$ cat src/rtl/tone_sched_if.sv
// Bundle of requester-side signals shared between the speaker scheduler and its clients.
// The requesters drive req/code/dur; the scheduler returns handshakes and the tone.
interface tone_sched_if #(
    parameter int N_REQ = 3,
    parameter int DUR_W = 6
);
    logic [N_REQ-1:0]       req;
    logic [3*N_REQ-1:0]     code;
    logic [DUR_W*N_REQ-1:0] dur;
    logic [N_REQ-1:0]       gnt;
    logic [N_REQ-1:0]       done;
    logic                   busy;
    logic [2:0]             cur_code;
    logic                   speaker;

    modport master (
        output req, code, dur,
        input  gnt, done, busy, cur_code, speaker
    );

    modport slave (
        input  req, code, dur,
        output gnt, done, busy, cur_code, speaker
    );
endinterface

$ cat src/rtl/tone_sched.sv
// Round-robin speaker scheduler: grants one requester at a time, plays its square-wave
// tone for the requested number of cycles, then inserts a fixed silent gap.
module tone_sched #(
    parameter int N_REQ   = 3,
    parameter int DUR_W   = 6,
    parameter int GAP_CYC = 2
) (
    input  logic        clk,
    input  logic        rst,
    tone_sched_if.slave bus
);
    localparam int PW = (N_REQ > 1) ? $clog2(N_REQ) : 1;
    localparam int GW = $clog2(GAP_CYC + 2);

    typedef enum logic [1:0] {IDLE, PLAY, GAP} state_t;

    state_t           state, state_n;
    logic [PW-1:0]    ptr, ptr_n, win, idx, win_q, win_q_n;
    logic             found;
    logic [2:0]       sel_code, code_q, code_q_n;
    logic [DUR_W-1:0] sel_dur, rem, rem_n;
    logic [GW-1:0]    gap_left, gap_left_n;
    logic [2:0]       cnt, cnt_n;
    logic             phase, phase_n;
    logic [N_REQ-1:0] gnt_q, gnt_n, done_q, done_n;
    logic [2:0]       cur_code_q, cur_code_n;
    logic             busy_q, busy_n, speaker_q, speaker_n;

    // Counter value past which the phase flips; half-period is this plus two cycles.
    function automatic logic [2:0] thr_of(input logic [2:0] c);
        return (c == 3'd5) ? 3'd1 : c + 3'd2;
    endfunction

    function automatic logic [N_REQ-1:0] onehot(input logic [PW-1:0] i);
        onehot    = '0;
        onehot[i] = 1'b1;
    endfunction

    // Rotating search starting one past the last winner.
    always_comb begin
        found = 1'b0;
        win   = ptr;
        idx   = ptr;
        for (int k = 0; k < N_REQ; k++) begin
            idx = (idx == PW'(N_REQ - 1)) ? '0 : idx + PW'(1);
            if (!found && bus.req[idx]) begin
                found = 1'b1;
                win   = idx;
            end
        end
    end

    always_comb begin
        sel_code = '0;
        sel_dur  = '0;
        for (int i = 0; i < N_REQ; i++) begin
            if (win == PW'(i)) begin
                sel_code = bus.code[3*i +: 3];
                sel_dur  = bus.dur[DUR_W*i +: DUR_W];
            end
        end
    end

    always_comb begin
        // NOTE: every variable gets its hold value first so no path through the case infers a latch.
        state_n    = state;
        ptr_n      = ptr;
        win_q_n    = win_q;
        code_q_n   = code_q;
        rem_n      = rem;
        gap_left_n = gap_left;
        cnt_n      = cnt;
        phase_n    = phase;
        cur_code_n = cur_code_q;
        gnt_n      = '0;
        done_n     = '0;

        unique case (state)
            IDLE: begin
                if (found) begin
                    ptr_n    = win;
                    win_q_n  = win;
                    code_q_n = sel_code;
                    cnt_n    = '0;
                    phase_n  = 1'b0;
                    gnt_n    = onehot(win);
                    if (sel_dur != '0) begin
                        state_n    = PLAY;
                        rem_n      = sel_dur;
                        cur_code_n = sel_code;
                    end else begin
                        // Extra GAP slot stands in for the skipped tone so done lands one cycle later.
                        state_n    = GAP;
                        gap_left_n = GW'(GAP_CYC + 1);
                        cur_code_n = '0;
                    end
                end
            end
            PLAY: begin
                rem_n = rem - DUR_W'(1);
                if (code_q[2:1] == 2'b11) begin
                    cnt_n = '0;
                end else if (cnt > thr_of(code_q)) begin
                    phase_n = ~phase;
                    cnt_n   = '0;
                end else begin
                    cnt_n = cnt + 3'd1;
                end
                if (rem == DUR_W'(1)) begin
                    state_n    = GAP;
                    gap_left_n = GW'(GAP_CYC);
                    done_n     = onehot(win_q);
                    cur_code_n = '0;
                end
            end
            GAP: begin
                if (gap_left == GW'(GAP_CYC + 1)) done_n = onehot(win_q);
                if (gap_left == GW'(1)) state_n = IDLE;
                else                    gap_left_n = gap_left - GW'(1);
            end
            default: state_n = IDLE;
        endcase

        busy_n    = (state_n != IDLE);
        speaker_n = (state_n == PLAY) && phase_n;
    end

    // NOTE: state updates use non-blocking assignments so every flop samples pre-edge values.
    always_ff @(posedge clk or posedge rst) begin
        if (rst) begin
            state      <= IDLE;
            ptr        <= PW'(N_REQ - 1);
            win_q      <= '0;
            code_q     <= '0;
            rem        <= '0;
            gap_left   <= '0;
            cnt        <= '0;
            phase      <= 1'b0;
            gnt_q      <= '0;
            done_q     <= '0;
            cur_code_q <= '0;
            busy_q     <= 1'b0;
            speaker_q  <= 1'b0;
        end else begin
            state      <= state_n;
            ptr        <= ptr_n;
            win_q      <= win_q_n;
            code_q     <= code_q_n;
            rem        <= rem_n;
            gap_left   <= gap_left_n;
            cnt        <= cnt_n;
            phase      <= phase_n;
            gnt_q      <= gnt_n;
            done_q     <= done_n;
            cur_code_q <= cur_code_n;
            busy_q     <= busy_n;
            speaker_q  <= speaker_n;
        end
    end

    assign bus.gnt      = gnt_q;
    assign bus.done     = done_q;
    assign bus.busy     = busy_q;
    assign bus.cur_code = cur_code_q;
    assign bus.speaker  = speaker_q;
endmodule

$ cat src/flat_wrapper.sv
// flat-port wrapper written by rule: the top's interface ports become plain ports
module tone_sched_flat 
#(
    parameter int N_REQ   = 3,
    parameter int DUR_W   = 6,
    parameter int GAP_CYC = 2
)
  (clk, rst, bus_req, bus_code, bus_dur, bus_gnt, bus_done, bus_busy, bus_cur_code, bus_speaker);
  tone_sched_if #(.N_REQ(N_REQ), .DUR_W(DUR_W)) bus_i ();
  input  logic clk;
  input  logic rst;
  input wire logic [$bits(bus_i.req)-1:0] bus_req;
  input wire logic [$bits(bus_i.code)-1:0] bus_code;
  input wire logic [$bits(bus_i.dur)-1:0] bus_dur;
  output wire logic [$bits(bus_i.gnt)-1:0] bus_gnt;
  output wire logic [$bits(bus_i.done)-1:0] bus_done;
  output wire logic [$bits(bus_i.busy)-1:0] bus_busy;
  output wire logic [$bits(bus_i.cur_code)-1:0] bus_cur_code;
  output wire logic [$bits(bus_i.speaker)-1:0] bus_speaker;
  assign bus_i.req = bus_req;
  assign bus_i.code = bus_code;
  assign bus_i.dur = bus_dur;
  assign bus_gnt = bus_i.gnt;
  assign bus_done = bus_i.done;
  assign bus_busy = bus_i.busy;
  assign bus_cur_code = bus_i.cur_code;
  assign bus_speaker = bus_i.speaker;
  tone_sched #(.N_REQ(N_REQ), .DUR_W(DUR_W), .GAP_CYC(GAP_CYC)) u_core (.clk(clk), .rst(rst), .bus(bus_i));
endmodule
$ cat config.mk
export PLATFORM = sky130hd
export DESIGN_NAME = tone_sched_flat
export DESIGN_NICKNAME = d
export VERILOG_FILES = /design/src/rtl/tone_sched_if.sv /design/src/rtl/tone_sched.sv /design/src/flat_wrapper.sv
export SDC_FILE = /design/constraint.sdc
export NUM_CORES = 1
export LEC_CHECK = 0
export BUFFER_PORTS_ARGS = -buffer_cell sky130_fd_sc_hd__buf_2
export CORE_UTILIZATION = 60
export CTS_CLUSTER_DIAMETER = 50
export DETAILED_ROUTE_END_ITERATION = 7
export GPL_TIMING_DRIVEN = 0
export PLACE_DENSITY = 0.83
export SYNTH_ARGS = -nofsm -noshare
export SYNTH_HDL_FRONTEND = slang
export SYNTH_SLANG_ARGS = --single-unit
$ cat constraint.sdc
create_clock -name clk -period 3.7 [get_ports clk]
set_input_delay 0.74 -clock clk [delete_from_list [all_inputs] [get_ports clk]]
set_output_delay 0.74 -clock clk [all_outputs]
set_load 0.02 [all_outputs]
* After elaboration in Yosys (flattened, before gate mapping) *
Cells that the tools add are included.

word-level totals
  bits in registers = 32
  bits of input ports = 32
  output and inout port bits = 11
  logic and storage cells = 121

operators by class
  add/sub/neg operators = 7
  order comparisons = 8
  equal/unequal tests = 18
  multiplexer cells = 56
  bitwise gates (word level) = 1
  reduce and logical (&&, ||, !) cells = 18

operators with widths
  cell                                                   count
  two-way mux 3 bit                                      14
  two-way mux 6 bit                                      5
  two-way mux 2 bit                                      14
  case mux 3 bit (2 select lines)                        3
  < comparator 2 x 3 -> 1 bit, second input constant     5
  == test 2 bit, second input constant                   7
  case mux 2 bit (3 select lines)                        2
  case mux 6 bit (2 select lines)                        1
  two-way mux 1 bit                                      11
  == test 2 x 1 -> 1 bit, second input constant          4
  adder 2 x 1 -> 2 bit, second input constant            3
  binary-select mux 1 bit (select 2 bit)                 3
  == test 6 x 1 -> 1 bit, second input constant          1
  inequality test 2 x 1 -> 1 bit, second input constant  3
  AND reduction 3 bit                                    2
  nonzero test 6 bit                                     1
  subtractor 6 x 1 -> 6 bit, second input constant       1
  logical AND 1 bit                                      5
  AND reduction 5 bit                                    1
  demux 1 bit (select 2 bit)                             2
  >= comparator 2 x 1 -> 1 bit, second input constant    2
  logical NOT 2 bit                                      2
  inequality test 2 bit, second input constant           2
  AND reduction 2 bit                                    2
  10 further kinds                                       12

* Depth between registers and ports, before layout *
  word-level depth = 21
  mapped depth = 10
  mapped depth without buffers = 10

* Least setup slack after synthesis *
OpenSTA, ideal clock, no wires.

  kind = input to register
  start = input bus_req[0]
  end = register u_core.rem[3]
  library setup time = 69 ps
  data arrival time = 2731 ps
  required time = 3631 ps
  path slack = 900 ps
  stages = 9
  buffers on the path = 2
  cells stage by stage = buf_6 > or4b_4 > nand3_4 > a32oi_1 > o2bb2a_4 > and4_1 > buf_6 > or4_1 > nand3_1

between the ends
  longest elaborated chain between the ends = 16
  elaborated cells on any way between the ends = 29
  those cells by class = eq/ne: 4; mux: 18; reduce/logical: 7

RTL lines
  item                                                                                     RTL line            RTL
  start, declared                                                                          flat_wrapper.sv:12  input wire logic [$bits(bus_i.req)-1:0] bus_req;
  binary-select mux 1 bit (select 2 bit)                                                   tone_sched.sv:46    if (!found && bus.req[idx]) begin
  two-way mux 1 bit (implied by the code)                                                  tone_sched.sv:46
  two-way mux 1 bit                                                                        tone_sched.sv:46
  logical NOT 1 bit                                                                        tone_sched.sv:46
  logical AND 1 bit                                                                        tone_sched.sv:46
  two-way mux 1 bit                                                                        tone_sched.sv:46
  logical NOT 1 bit                                                                        tone_sched.sv:46
  logical AND 1 bit                                                                        tone_sched.sv:46
  two-way mux 2 bit                                                                        tone_sched.sv:46
  logical NOT 2 bit                                                                        tone_sched.sv:57    if (win == PW'(i)) begin
  two-way mux 6 bit (3 in a row)                                                           tone_sched.sv:57
  nonzero test 6 bit / two-way mux 6 bit (equally long branches)                           tone_sched.sv:87    if (sel_dur != '0) begin
  inequality test 2 x 1 -> 1 bit (no line) / two-way mux 6 bit (equally long branches)     -
  AND reduction 3 bit (no line) / case mux 6 bit (2 select lines) (equally long branches)  -
  end signal, assigned                                                                     tone_sched.sv:149   rem <= rem_n;
  end, declared                                                                            tone_sched.sv:21    logic [DUR_W-1:0] sel_dur, rem, rem_n;

Parallel ways exist; a longest one is shown, timed or not. The select of a mux whose other input is x is not followed.
A chain may end at the register's enable or synchronous reset.

* Final worst setup path *
  start = input bus_req[2]
  end = register u_core.busy_q (netlist: u_core.bus.busy)

between the ends
  longest elaborated chain between the ends = 18
  elaborated cells on any way between the ends = 27
  those cells by class = eq/ne: 2; mux: 18; reduce/logical: 7

RTL lines
  item                                     RTL line           RTL
  binary-select mux 1 bit (select 2 bit)   tone_sched.sv:46
  two-way mux 1 bit (implied by the code)  tone_sched.sv:46
  two-way mux 1 bit                        tone_sched.sv:46
  logical NOT 1 bit                        tone_sched.sv:46
  logical AND 1 bit                        tone_sched.sv:46
  two-way mux 1 bit                        tone_sched.sv:46
  logical NOT 1 bit                        tone_sched.sv:46
  logical AND 1 bit                        tone_sched.sv:46
  [2 not listed]                           -
  two-way mux 6 bit (3 in a row)           tone_sched.sv:57
  nonzero test 6 bit                       tone_sched.sv:87
  two-way mux 2 bit                        tone_sched.sv:87
  two-way mux 2 bit *                      tone_sched.sv:80   if (found) begin
  case mux 2 bit (3 select lines) *        tone_sched.sv:78   unique case (state)
  via u_core.state_n[0]                    tone_sched.sv:17   state_t state, state_n;
  nonzero test 2 bit *                     tone_sched.sv:124  busy_n = (state_n != IDLE);
  via u_core.busy_n                        tone_sched.sv:27   logic busy_q, busy_n, speaker_q, speaker_n;
  end signal, assigned                     tone_sched.sv:156  busy_q <= busy_n;
  end, declared                            tone_sched.sv:27

Mark *: on every way through the listed nets, which the timed path passes. The rest lies on a longest branch. The select of a mux whose other input is x is not followed.

==> reports/metrics.cfg <==
[floorplan]
die_w_um = 63.3
rows = 21
start_util_pct = 65.1
dieHeight_um = 63.3
die_area_um2 = 4010
io_pins = 43
fp.coreArea_um2 = 3470

[power_and_ir_drop]
seqPwrFrac_pct = 26.0
switching_power_mw = 1.03
intPower_mw = 1.24
combPwrFrac_pct = 58.5
clockPowerShare_pct = 15.4
power_switching_share_pct = 45.4
power_density_nw_per_um2 = 868
ir_worst_vdd_mv = 0.641
p_leak_nw = 1.30

[synthesis]
synth_edf_count = 0
syn_inst = 263
synth_seq_cells = 31
syn_nets = 308
synth-compound-area-share_pct = 24.3
synth_top_family_by_area = simple AND/OR/NAND/NOR gates
synthSimpleGateAreaFrac_pct = 24.4
avgSynthCellArea_um2 = 8.58
ys_async_sr_fraction_pct = 100
synth_warnings = 0
synth_area_um2 = 2260
yosysSeqAreaShare_pct = 34.4
ys.flop_type = dfrtp_1
synthMuxAreaShare_pct = 3.66
synthAdderAreaFrac_pct = 7.21
ys_types = 61
synth_xor_xnor_area_share_pct = 0.388

[clock_network]
root_buffer = clkbuf_8
htreeDepth = 2
cts.sinks = 31
clk_pin_slew_worst_paths_ns = 0.07
clk_latency_ns = 0.29
numCtsBuffers = 5
cts_tree = built
post_cts_buffers = 0
postCtsHoldBufs = 0
cts-resized-gates = 0
ctsLongestPathBuffers = 2

[worst_setup_path]
arrival_ns = 2.98
cp-end-kind = flop
critPathLaunchType = input port
required_ns = 3.87
cp_slowest_cell = a222oi_1
path_class = in2reg
worstPathMaxFanout = 10
cp_cell_sequence = buf_2 > o21ai_1 > nand2_1 > a222oi_1 > nand4_1 > o21a_1 > or2_2
max_stage_delay_ns = 0.57

[sta]
fmax_mhz = 355
relSlewSlack_pct = 22.6
setup_tns_ns = 0
setup_slack_ns = 0.885
tightestPinTransition_ns = 1.16
hold_violations = 0
min_period_ns = 2.81
finalSetupViolations = 0
rsz0062_at_grt = no
fin_skew_ns = 0.00834
finalCritPeriodShare_pct = 76.1
slew_violations = 0
hold_ws_ns = 0.488

[drt]
avgRoutedWirePerCell_um = 15.1
vias = 2174
viasPerCell = 6.11
drt-total-wl_mm = 5.37
drt_iter0_markers = 189
drcViolationCount = 0
dr.pass1.iters = 5
ant_nets = 0

[layout]
layout-drive-gt1-share_pct = 21.6
nNetsFinal = 354
layout_commonest_cell = buf_2
syn2layout_area_growth_pct = 16.4
antennaDiodeCount = 0
mostFrequentLayoutCells = buf_2 (43), nand2_1 (32), dfrtp_1 (30)

[global_route]
antenna_found_initial = 0
grt_max_degree = 32
overflow = 0
grt_pass1_wl_mm = 9.05
grt_pass1_vias = 1950
track_usage_pct = 28.8

[min_path]
min_path_type = reg2reg

[placement]
place_congestion = 0.860
port_buffers = 39
dp_hpwl_mm = 3.91
post-place-ws_ns = 0.649

[status]
outcome = completed

[job]
cap_violations = 0

-- state kept, by name (all words and copies together), names as in the netlist --
| register | cells |
|---|---|
| u_core.rem | 6 |
| u_core.bus.cur_code | 3 |
| u_core.bus.done | 3 |
| u_core.bus.gnt | 3 |
| u_core.cnt | 3 |
| u_core.code_q | 3 |
| u_core.gap_left | 2 |
| u_core.state | 2 |
| u_core.win_q | 2 |
| u_core.bus.busy | 1 |
| u_core.bus.speaker | 1 |
| u_core.phase | 1 |
| u_core.ptr | 1 |
-- power groups by stage --
| stage | registers (mW) | clock network (mW) | logic (mW) |
|---|---|---|---|
| 4_1_cts | 0.591 | 0.351 | 1.32 |
| 5_1_grt | 0.612 | 0.366 | 1.50 |
| 2_1_floorplan | 0.615 | 0 | 0.981 |
| 3_3_place_gp | 0.592 | 0 | 1.27 |
| 6_report | 0.594 | 0.352 | 1.33 |
| 3_5_place_dp | 0.595 | 0 | 1.31 |
-- cell type report --
cell class,count,area [um2]
Buffer,13,68.8
Clock buffer,6,82.6
Inverter,15,56.3
Sequential cell,31,777
Tap cell,46,57.6
Multi-Input combinational cell,204,1360
Clock inverter,2,35.0
Fill cell,265,841
Timing Repair Buffer,39,195
-- cells in the mapped netlist, types with 4 or more instances --
cell / instances / area, um2
nand2b_1: 4 / 25.0
mux2i_1: 6 / 60.1
nand2_1: 32 / 120
inv_1: 15 / 56.3
buf_2: 4 / 20.0
nor2_1: 22 / 82.6
nand3_1: 7 / 35.0
a21oi_1: 12 / 60.1
a21o_1: 4 / 30.0
a22o_1: 4 / 35.0
o21ai_0: 16 / 80.1
nor2b_1: 6 / 37.5
nor3_1: 8 / 40.0
or2_2: 4 / 25.0
o21a_1: 5 / 37.5
a31oi_1: 4 / 25.0
ha_1: 13 / 163
dfrtp_1: 30 / 751
clkbuf_1: 7 / 26.3
-- critical path, delay by kind of cell --
family                 cells  cell delay (ns)
AO/OA/AOI/OAI              3             1.22
buffers and inverters      1             0.16
AND/OR/NAND/NOR            3             0.85
-- through the flow --
step / instance area (um2) / total power [mW] / util, % / std cells
finish: 2630 / 2.28 / 75.8 / 356
global route: 2630 / 2.47 / 75.8 / 356
CTS: 2630 / 2.26 / 75.8 / 356
detailed placement: 2510 / 1.90 / 72.4 / 348
global placement: 2510 / 1.87 / 72.4 / 348
floorplan: 2260 / 1.60 / - / 263
-- final timing paths --
kind	slack (ns)	depth (start not counted)	endpoint	from
min reg2reg	0.49	1	u_core.bus.done[0]$_DFF_PP0_	u_core.win_q[1]$_DFFE_PP0P_
max in group asynchronous	2.25	2	u_core.cnt[2]$_DFFE_PP0P_	rst
min in group asynchronous	0.75	2	u_core.rem[1]$_DFFE_PP0P_	rst
max reg2reg	0.93	8	u_core.bus.busy$_DFF_PP0_	u_core.win_q[0]$_DFFE_PP0P_
min	0.49	1	u_core.bus.done[0]$_DFF_PP0_	u_core.win_q[1]$_DFFE_PP0P_
max	0.89	7	u_core.bus.busy$_DFF_PP0_	bus_req[2]
-- per-layer routing --
| layer | part of all wire, % | GRT usage, % | vias up | routed length, um |
|---|---|---|---|---|
| li1 | - | - | 1044 | - |
| met1 | 43 | 39.4 | 1033 | 2340 |
| met2 | 48 | 45.2 | 92 | 2570 |
| met3 | 7.8 | 6.34 | 5 | 420 |
| met4 | 0.78 | 9.09 | 0 | 42 |
| met5 | 0 | 0 | - | 0 |
-- logic make-up after synthesis --
kind of cell             after synthesis
AND/OR/NAND/NOR                      106
multiplexers                           8
XOR/XNOR                               1
flip-flops                            31
AO/OA/AOI/OAI                         76
buffers and inverters                 28
adder cells (fa/ha/maj)               13
(Power assumes the default switching activity.)
